==> src/rtl/img_stream_pkg.sv <==
`default_nettype none
// ============================================================================
// Module   : img_stream_pkg
// Brief    : Shared state encoding and stream-entry layout for image_stream_source.
// Revision : 1.0 - initial release
// ============================================================================
package img_stream_pkg;

    localparam int c_STATE_W = 3;

    localparam logic [c_STATE_W-1:0] c_ST_IDLE  = 3'd0;
    localparam logic [c_STATE_W-1:0] c_ST_FETCH = 3'd1;
    localparam logic [c_STATE_W-1:0] c_ST_GAP   = 3'd2;
    localparam logic [c_STATE_W-1:0] c_ST_DRAIN = 3'd3;
    localparam logic [c_STATE_W-1:0] c_ST_DONE  = 3'd4;

    // Entry layout: {pixel, eof, eol, sof}
    localparam int c_MARK_W  = 3;
    localparam int c_SOF_BIT = 0;
    localparam int c_EOL_BIT = 1;
    localparam int c_EOF_BIT = 2;

    function automatic int entry_width(input int pix_w);
        return pix_w + c_MARK_W;
    endfunction

endpackage
`default_nettype wire

==> src/rtl/pixel_skid_fifo.sv <==
`default_nettype none
// ============================================================================
// Module   : pixel_skid_fifo
// Brief    : Two-entry synchronous FIFO holding stream entries ahead of the output.
// Revision : 1.0 - initial release
// ============================================================================
module pixel_skid_fifo #(
    parameter int WIDTH = 11
) (
    input  logic             clk,
    input  logic             rst,
    input  logic             i_push,
    input  logic [WIDTH-1:0] i_push_data,
    input  logic             i_pop,
    output logic [WIDTH-1:0] o_head,
    output logic [1:0]       o_count,
    output logic             o_empty
);

    logic [WIDTH-1:0] r_mem [2];
    logic             r_rd_ptr;
    logic             r_wr_ptr;
    logic [1:0]       r_count;
    logic             w_do_pop;
    logic             w_do_push;

    assign w_do_pop  = i_pop && (r_count != 2'd0);
    // A full FIFO may still accept when the head leaves in the same cycle
    assign w_do_push = i_push && ((r_count != 2'd2) || w_do_pop);

    always_ff @(posedge clk or posedge rst) begin
        if (rst) begin
            r_mem[0] <= '0;
            r_mem[1] <= '0;
            r_rd_ptr <= 1'b0;
            r_wr_ptr <= 1'b0;
            r_count  <= 2'd0;
        end else begin
            if (w_do_push) begin
                r_mem[r_wr_ptr] <= i_push_data;
                r_wr_ptr        <= ~r_wr_ptr;
            end
            if (w_do_pop) begin
                r_rd_ptr <= ~r_rd_ptr;
            end
            if (w_do_push && !w_do_pop) begin
                r_count <= r_count + 2'd1;
            end else if (!w_do_push && w_do_pop) begin
                r_count <= r_count - 2'd1;
            end
        end
    end

    assign o_head  = r_mem[r_rd_ptr];
    assign o_count = r_count;
    assign o_empty = (r_count == 2'd0);

endmodule
`default_nettype wire

==> src/rtl/image_stream_source.sv <==
`default_nettype none
// ============================================================================
// Module   : image_stream_source
// Brief    : Raster-order pixel source reading a frame from sync-read memory.
// Revision : 1.0 - initial release
// ============================================================================
module image_stream_source
    import img_stream_pkg::*;
#(
    parameter int IMG_W    = 256,
    parameter int IMG_H    = 256,
    parameter int ADDR_W   = 16,
    parameter int PIX_W    = 8,
    parameter int LINE_GAP = 0
) (
    input  logic              clk,
    input  logic              rst,
    input  logic              start,
    output logic              mem_rd_en,
    output logic [ADDR_W-1:0] mem_addr,
    input  logic [PIX_W-1:0]  mem_data,
    output logic [PIX_W-1:0]  pixel_out,
    output logic              valid_out,
    input  logic              ready_in,
    output logic              sof,
    output logic              eol,
    output logic              eof,
    output logic              busy,
    output logic              done
);

    localparam int c_ENTRY_W  = entry_width(PIX_W);
    localparam int c_COL_W    = $clog2(IMG_W);
    localparam int c_GAP_LAST = (LINE_GAP > 0) ? LINE_GAP - 1 : 0;
    localparam int c_GAP_W    = (c_GAP_LAST > 0) ? $clog2(c_GAP_LAST + 1) : 1;

    localparam logic [ADDR_W-1:0]  c_LAST_ADDR = ADDR_W'(IMG_W * IMG_H - 1);
    localparam logic [c_COL_W-1:0] c_LAST_COL  = c_COL_W'(IMG_W - 1);
    localparam logic [c_GAP_W-1:0] c_GAP_END   = c_GAP_W'(c_GAP_LAST);

    logic [c_STATE_W-1:0] r_state;
    logic [c_STATE_W-1:0] w_next_state;
    logic [c_COL_W-1:0]   r_col;
    logic [ADDR_W-1:0]    r_addr;
    logic [c_GAP_W-1:0]   r_gap_cnt;
    logic                 r_inflight;
    logic [c_MARK_W-1:0]  r_inflight_mark;
    logic [c_MARK_W-1:0]  w_issue_mark;
    logic                 w_issue;
    logic                 w_pop;
    logic [c_ENTRY_W-1:0] w_head;
    logic [1:0]           w_count;
    logic                 w_empty;

    assign valid_out = !w_empty;
    assign w_pop     = valid_out && ready_in;

    // Keep FIFO occupancy plus the read in flight at or below two entries
    assign w_issue = (r_state == c_ST_FETCH) &&
                     (({1'b0, w_count} + {2'b00, r_inflight}) < (3'd2 + {2'b00, w_pop}));

    always_comb begin
        w_issue_mark            = '0;
        w_issue_mark[c_SOF_BIT] = (r_addr == '0);
        w_issue_mark[c_EOL_BIT] = (r_col == c_LAST_COL);
        w_issue_mark[c_EOF_BIT] = (r_addr == c_LAST_ADDR);
    end

    always_ff @(posedge clk or posedge rst) begin
        if (rst) begin
            r_state         <= c_ST_IDLE;
            r_col           <= '0;
            r_addr          <= '0;
            r_gap_cnt       <= '0;
            r_inflight      <= 1'b0;
            r_inflight_mark <= '0;
        end else begin
            r_state    <= w_next_state;
            r_inflight <= w_issue;
            if (w_issue) begin
                r_inflight_mark <= w_issue_mark;
            end
            if (r_state == c_ST_IDLE && start) begin
                r_col  <= '0;
                r_addr <= '0;
            end else if (w_issue) begin
                r_col <= (r_col == c_LAST_COL) ? '0 : r_col + c_COL_W'(1);
                if (r_addr != c_LAST_ADDR) begin
                    r_addr <= r_addr + ADDR_W'(1);
                end
            end
            r_gap_cnt <= (r_state == c_ST_GAP) ? r_gap_cnt + c_GAP_W'(1) : '0;
        end
    end

    always_comb begin
        w_next_state = r_state;
        case (r_state)
            c_ST_IDLE: begin
                if (start) w_next_state = c_ST_FETCH;
            end
            c_ST_FETCH: begin
                if (w_issue) begin
                    if (r_addr == c_LAST_ADDR) begin
                        w_next_state = c_ST_DRAIN;
                    end else if ((r_col == c_LAST_COL) && (LINE_GAP > 0)) begin
                        w_next_state = c_ST_GAP;
                    end
                end
            end
            c_ST_GAP: begin
                if (r_gap_cnt == c_GAP_END) w_next_state = c_ST_FETCH;
            end
            c_ST_DRAIN: begin
                // The eof entry is the last one pushed, so its transfer empties everything
                if (!r_inflight && w_pop && w_head[c_EOF_BIT]) w_next_state = c_ST_DONE;
            end
            c_ST_DONE: begin
                w_next_state = c_ST_IDLE;
            end
            default: begin
                w_next_state = c_ST_IDLE;
            end
        endcase
    end

    pixel_skid_fifo #(
        .WIDTH (c_ENTRY_W)
    ) u_fifo (
        .clk         (clk),
        .rst         (rst),
        .i_push      (r_inflight),
        .i_push_data ({mem_data, r_inflight_mark}),
        .i_pop       (w_pop),
        .o_head      (w_head),
        .o_count     (w_count),
        .o_empty     (w_empty)
    );

    assign mem_rd_en = w_issue;
    assign mem_addr  = w_issue ? r_addr : '0;
    assign pixel_out = valid_out ? w_head[c_MARK_W +: PIX_W] : '0;
    assign sof       = valid_out && w_head[c_SOF_BIT];
    assign eol       = valid_out && w_head[c_EOL_BIT];
    assign eof       = valid_out && w_head[c_EOF_BIT];
    assign busy      = (r_state == c_ST_FETCH) || (r_state == c_ST_GAP) || (r_state == c_ST_DRAIN);
    assign done      = (r_state == c_ST_DONE);

endmodule
`default_nettype wire
==> config.mk <==
export PLATFORM = sky130hd
export DESIGN_NAME = image_stream_source
export DESIGN_NICKNAME = d
export VERILOG_FILES = /design/src/rtl/img_stream_pkg.sv /design/src/rtl/pixel_skid_fifo.sv /design/src/rtl/image_stream_source.sv
export SDC_FILE = /design/constraint.sdc
export NUM_CORES = 1
export LEC_CHECK = 0
export ABC_AREA = 1
export ABC_CLOCK_PERIOD_IN_PS = 5800
export CAP_MARGIN = 15
export CORE_MARGIN = 1.5
export CORE_UTILIZATION = 65
export DETAILED_ROUTE_END_ITERATION = 7
export DONT_BUFFER_PORTS = 1
export MAX_ROUTING_LAYER = met4
export PLACE_DENSITY = 0.81
export SLEW_MARGIN = 20
export SYNTH_ARGS = -nofsm -noshare
export SYNTH_HDL_FRONTEND = slang
export SYNTH_SLANG_ARGS = --single-unit
==> constraint.sdc <==
create_clock -name clk -period 5.8 [get_ports clk]
set_input_delay 1.74 -clock clk [delete_from_list [all_inputs] [get_ports clk]]
set_output_delay 1.74 -clock clk [all_outputs]
set_load 0.01 [all_outputs]
-- Yosys cells after proc, flatten, opt, wreduce, memory -nomap -nowiden
Cells that the tools add are included.
- add/sub/neg operators: 7
- $mul: 0
- divide/modulo/power cells: 0
- order comparisons: 4
- eq/ne operators: 13
- shift-type cells: 0
- multiplexer cells: 23
- bitwise operators: 4
- reduce and logical (&&, ||, !) cells: 29
- operator list (operator ; count):
    $mux 16 ; 4
    $mux 11 ; 4
    $mux 8 ; 4
    $bwmux 22 ; 1
    $add 16x1->16 const B ; 1
    $eq 16x16->1 const B ; 1
    $logic_not 16->1 ; 1
    $ne 16x16->1 const B ; 1
    $mux 3 ; 5
    $logic_and 1x1->1 ; 13
    $ne 2x2->1 const B ; 6
    $pmux 3 s4 ; 1
    $demux 11 s1 ; 1
    $add 8x1->8 const B ; 1
    $eq 8x8->1 const B ; 1
    $reduce_bool 2->1 ; 4
    $eq 3x2->1 const B ; 2
    $reduce_and 5->1 ; 1
    $ge 2x2->1 const B ; 2
    $logic_not 1->1 ; 4
    $mux 2 ; 2
    $not 1->2 ; 2
    $add 2x1->3 ; 1
    $add 2x1->3 const A ; 1
    other kinds (13) ; 16
- flip-flop bits (word level): 58
- latch bits: 0
- RAM bits: 0
- memory bits (read-only): 0
- input port bits: 12
- output and inout bits: 31
- logic and storage cells: 91
- memories kept: 0

-- Depth between registers and ports, before layout
- word-level depth: 10
- mapped depth: 10

-- Cells and area by module
A second synthesis with hierarchy kept.
- cell total of the unflattened synthesis: 473
- area, all modules: 3444.6 um^2
- modules (own cells, without submodules) (module ; instances ; cells an instance ; area an instance (um^2)):
    image_stream_source ; 1 ; 311 ; 2150.8
    pixel_skid_fifo ; 1 ; 162 ; 1293.7

-- Least setup slack after synthesis
OpenSTA, ideal clock, no wires.
- path type: input port to output port
- start: in ready_in
- end: out mem_addr[10]
- data arrival time: 2.411 ns
- data required time: 4.060 ns
- slack: 1.649 ns
- cell stages on the path: 5
- path buffers: 1
- cell sequence: nand3_1 > nand2_1 > nand3_2 > clkbuf_1 > nor2_1
- cells in the longest elaborated chain, start to end: 5
- RTL lines (what ; line ; RTL):
    from (decl) ; image_stream_source.sv:24 ; input logic ready_in,
    $logic_and 1x1->1 ; image_stream_source.sv:56 ; assign w_pop = valid_out && ready_in;
    $add 2x1->3 ; image_stream_source.sv:60 ; (({1'b0, w_count} + {2'b00, r_inflight}) < (3'd2 + {2'b00, w_pop}));
    $lt 3x3->1 ; image_stream_source.sv:60 ;
    $logic_and 1x1->1 ; image_stream_source.sv:59 ; assign w_issue = (r_state == c_ST_FETCH) &&
    $mux 16 ; image_stream_source.sv:141 ; assign mem_addr = w_issue ? r_addr : '0;
    to (decl) ; image_stream_source.sv:20 ; output logic [ADDR_W-1:0] mem_addr,
No other way between the ends.

-- Worst setup path after layout
- start: in ready_in
- end: out mem_rd_en
- cells in the longest elaborated chain, start to end: 4
- RTL lines (what ; line ; RTL):
    $logic_and 1x1->1 ; image_stream_source.sv:56 ;
    $add 2x1->3 ; image_stream_source.sv:60 ;
    $lt 3x3->1 ; image_stream_source.sv:60 ;
    $logic_and 1x1->1 ; image_stream_source.sv:59 ;
    to (decl) ; image_stream_source.sv:19 ; output logic mem_rd_en,
No other way between the ends.

==> flow_summary.yaml <==
outcome:
  status: "completed"
sta:
  clock_skew_ns: 0.00687
  setup_viol: 0
  maxSlewHeadroom_pct: 40.2
  period_needed_ns: 4.48
  post-route-period-util_pct: 77.3
  final-max-slew-violation-count: 0
  max_freq_mhz: 223
  setup_tns_ns: 0
  hold_ws_ns: 0.444
  rsz0062_at_grt: "no"
  hold_viol_final: 0
  tightest_slew_ns: 0.892
synth:
  synth-main-ff-cell: "dfrtp_1"
  synth_seq_cells: 58
  synth_edf_count: 0
  synth_top_area_share_pct: 44.1
  synthDistinctLibCells: 34
  synthCells: 441
  yosys.area.top_type: "dfrtp_1"
  synth_area_um2: 3290
  ys_warn_count: 0
  async_flop_share_pct: 100
  synth.area.top_cells: "dfrtp_1, nand2_1, nor2_1"
  syn_area_per_cell_um2: 7.46
  seq_area_frac_synth_pct: 44.1
  syn_nets: 459
global_route:
  antenna_found_initial: 0
  grt_util_all_layers_pct: 27.5
  first_global_vias: 2587
  grt_pass1_wl_um: 11200
  overflow: 0
  grt_start_max_net_pins: 59
critical_path:
  arrival_ns: 2.74
  required_ns: 4.06
  slowest_stage: "nand3_2"
  worst-path-buf-inv: 1
  worstPathCellList: "nand3_1 -> nand2_1 -> nand3_2 -> inv_1"
  cp-end-kind: "output port"
  cp_max_fo: 26
  cp-start-kind: "input port"
  critical_path_class: "input port to output port"
  critPathTopFamily: "simple AND/OR/NAND/NOR gates"
  crit_path_max_incr_delay_ns: 0.42
power_and_ir_drop:
  p_sw_uw: 865
  power_frac_seq_pct: 33.3
  pwr-share-clk_pct: 25.7
  p_leak_nw: 1.73
  swShare_pct: 43.9
  peakVddDrop_mv: 0.404
  p_comb_share_pct: 40.9
  powerDensity_nw_per_um2: 550
  cellInternalPower_mw: 1.10
placement:
  port_buffers: 0
  dp_cells: 495
  dp_hpwl_um: 4640
  gp_congestion: 0.838
  place_area_um2: 3310
die:
  dieHeight_um: 74.1
  io_pins: 43
  coreArea_um2: 4790
  dieArea_um2: 5490
  row_count: 25
  start_util_pct: 68.7
  chipWidth_um: 74.1
cts:
  cts_hold_buf: 0
  cts_buffers: 9
  tritoncts: "done"
  htreeDepth: 3
  post-cts-setup-buffers: 0
  cts.path.max_buffers: 2
  cts-root-buf: "clkbuf_8"
  clk_pin_slew_ns: 0.06
  cts_sinks: 58
  clock_latency_ns: 0.34
  cts_resized: 0
cells_and_area:
  drive_above_1_share_pct: 8.33
  synthToLayoutAreaGrowth_pct: 8.98
  final.fill_count: 375
  diodes: 0
  stdcell_count: 511
  design_area_um2: 3580
  final_nets: 457
detailed_routing:
  drc: 0
  wirelength_um: 6770
  firstDrtPassIters: 5
  vias: 2783
  postRouteAntennaNets: 0
  routed_via_density: 5.45
  drtIter0Drc: 139
  wl_per_cell_um: 13.2
flow_run:
  drv_cap: 0
hold_path:
  hold_class: "register to register"
==> power groups by stage <==
stage	Combinational, mW	Sequential [mW]	Clock, mW
floorplan	0.724	0.610	0
global route	0.927	0.674	0.529
global placement	0.767	0.656	0
finish	0.806	0.656	0.507
CTS	0.816	0.656	0.512
detailed placement	0.809	0.662	0
==> final timing paths <==
kind / slack, ns / from / to / cells after the start
max in group asynchronous: 3.84 / rst / r_addr[8]$_DFFE_PP0P_ / 2
min reg2reg: 0.44 / r_gap_cnt$_DFF_PP0_ / r_gap_cnt$_DFF_PP0_ / 1
min in group asynchronous: 1.48 / rst / r_col[5]$_DFFE_PP0P_ / 2
min: 0.44 / r_gap_cnt$_DFF_PP0_ / r_gap_cnt$_DFF_PP0_ / 1
max: 1.32 / ready_in / mem_rd_en / 4
max reg2reg: 3.45 / r_inflight$_DFF_PP0_ / r_addr[10]$_DFFE_PP0P_ / 9
==> layout by cell type (no fill, tap or decap), types with 2 or more instances in the layout <==
master and instances:
nand4_1 13, o21ai_2 6, nand3_2 2, nor2_1 56
nand2_1 120, nand3b_1 2, inv_1 50, dfrtp_1 58
o21bai_1 2, xnor2_1 3, nor3_1 2, clkbuf_8 10
nand3_1 26, nand2_2 3, ha_1 6, o21ai_1 2
clkinv_4 2, nor2_2 2, xor2_1 10, bufinv_16 4
o21ai_0 35, inv_2 2, a21oi_1 16, o21a_1 2
==> cell type report <==
type / instances / area (um^2) / share of cell area (%)
inverters: 52 / 195 / 5.45
multi-input cells: 317 / 1570 / 43.8
well taps: 67 / 83.8 / 2.34
flip-flops and latches: 58 / 1450 / 40.5
clock inverters: 6 / 138 / 3.84
clock buffers: 10 / 138 / 3.84
repair buffers: 1 / 7.51 / 0.209
==> per-stage QoR <==
step | util, % | worst slack (ns) | power [mW]
2_1_floorplan | - | 1.65 | 1.33
3_3_place_gp | 69.1 | 1.36 | 1.42
3_5_place_dp | 69.1 | 1.31 | 1.47
4_1_cts | 74.8 | 1.30 | 1.98
5_1_grt | 74.9 | 1.20 | 2.13
6_report | 74.9 | 1.32 | 1.97
==> logic make-up (layout without fill, tap and decap cells) <==
logic type | Yosys count | after routing | synth area share [%]
flip-flops | 58 | 58 | 44.1
AO/OA/AOI/OAI | 66 | 66 | 11.4
AND/OR/NAND/NOR | 232 | 232 | 30.5
buffers and inverters | 66 | 69 | 8.18
XOR/XNOR | 13 | 13 | 3.46
adder cells (fa/ha/maj) | 6 | 6 | 2.28
==> synthesized netlist by cell type (2+ instances only) <==
master and number:
ha_1 6, inv_1 51, dfrtp_1 58, buf_2 2
nand4_1 13, nand3b_1 2, xor2_1 10, nand3_2 2
nor3_1 2, clkbuf_1 10, nand2_2 3, nor2_1 57
a21oi_1 16, nand2_1 120, o21ai_1 2, o21ai_0 35
o21bai_1 2, xnor2_1 3, o21a_1 2, o21ai_2 6
nand3_1 26
==> layer usage <==
metal | up-vias | wire length, um | GRT usage [%]
met4 | 0 | 87 | 8.23
li1 | 1408 | - | -
met3 | 13 | 413 | 7.45
met1 | 1282 | 2870 | 31.4
met2 | 80 | 3390 | 47.2
met5 | - | 0 | -
==> sequential cells by signal, summed over array words and instances (netlist names) <==
register,flops
u_fifo.r_wr_ptr,1
r_gap_cnt,1
u_fifo.o_count,2
r_inflight_mark,3
r_addr,16
u_fifo.r_rd_ptr,1
r_state,3
r_col,8
r_inflight,1
u_fifo.r_mem,22
Note: power is estimated with default switching activity, not from simulation.
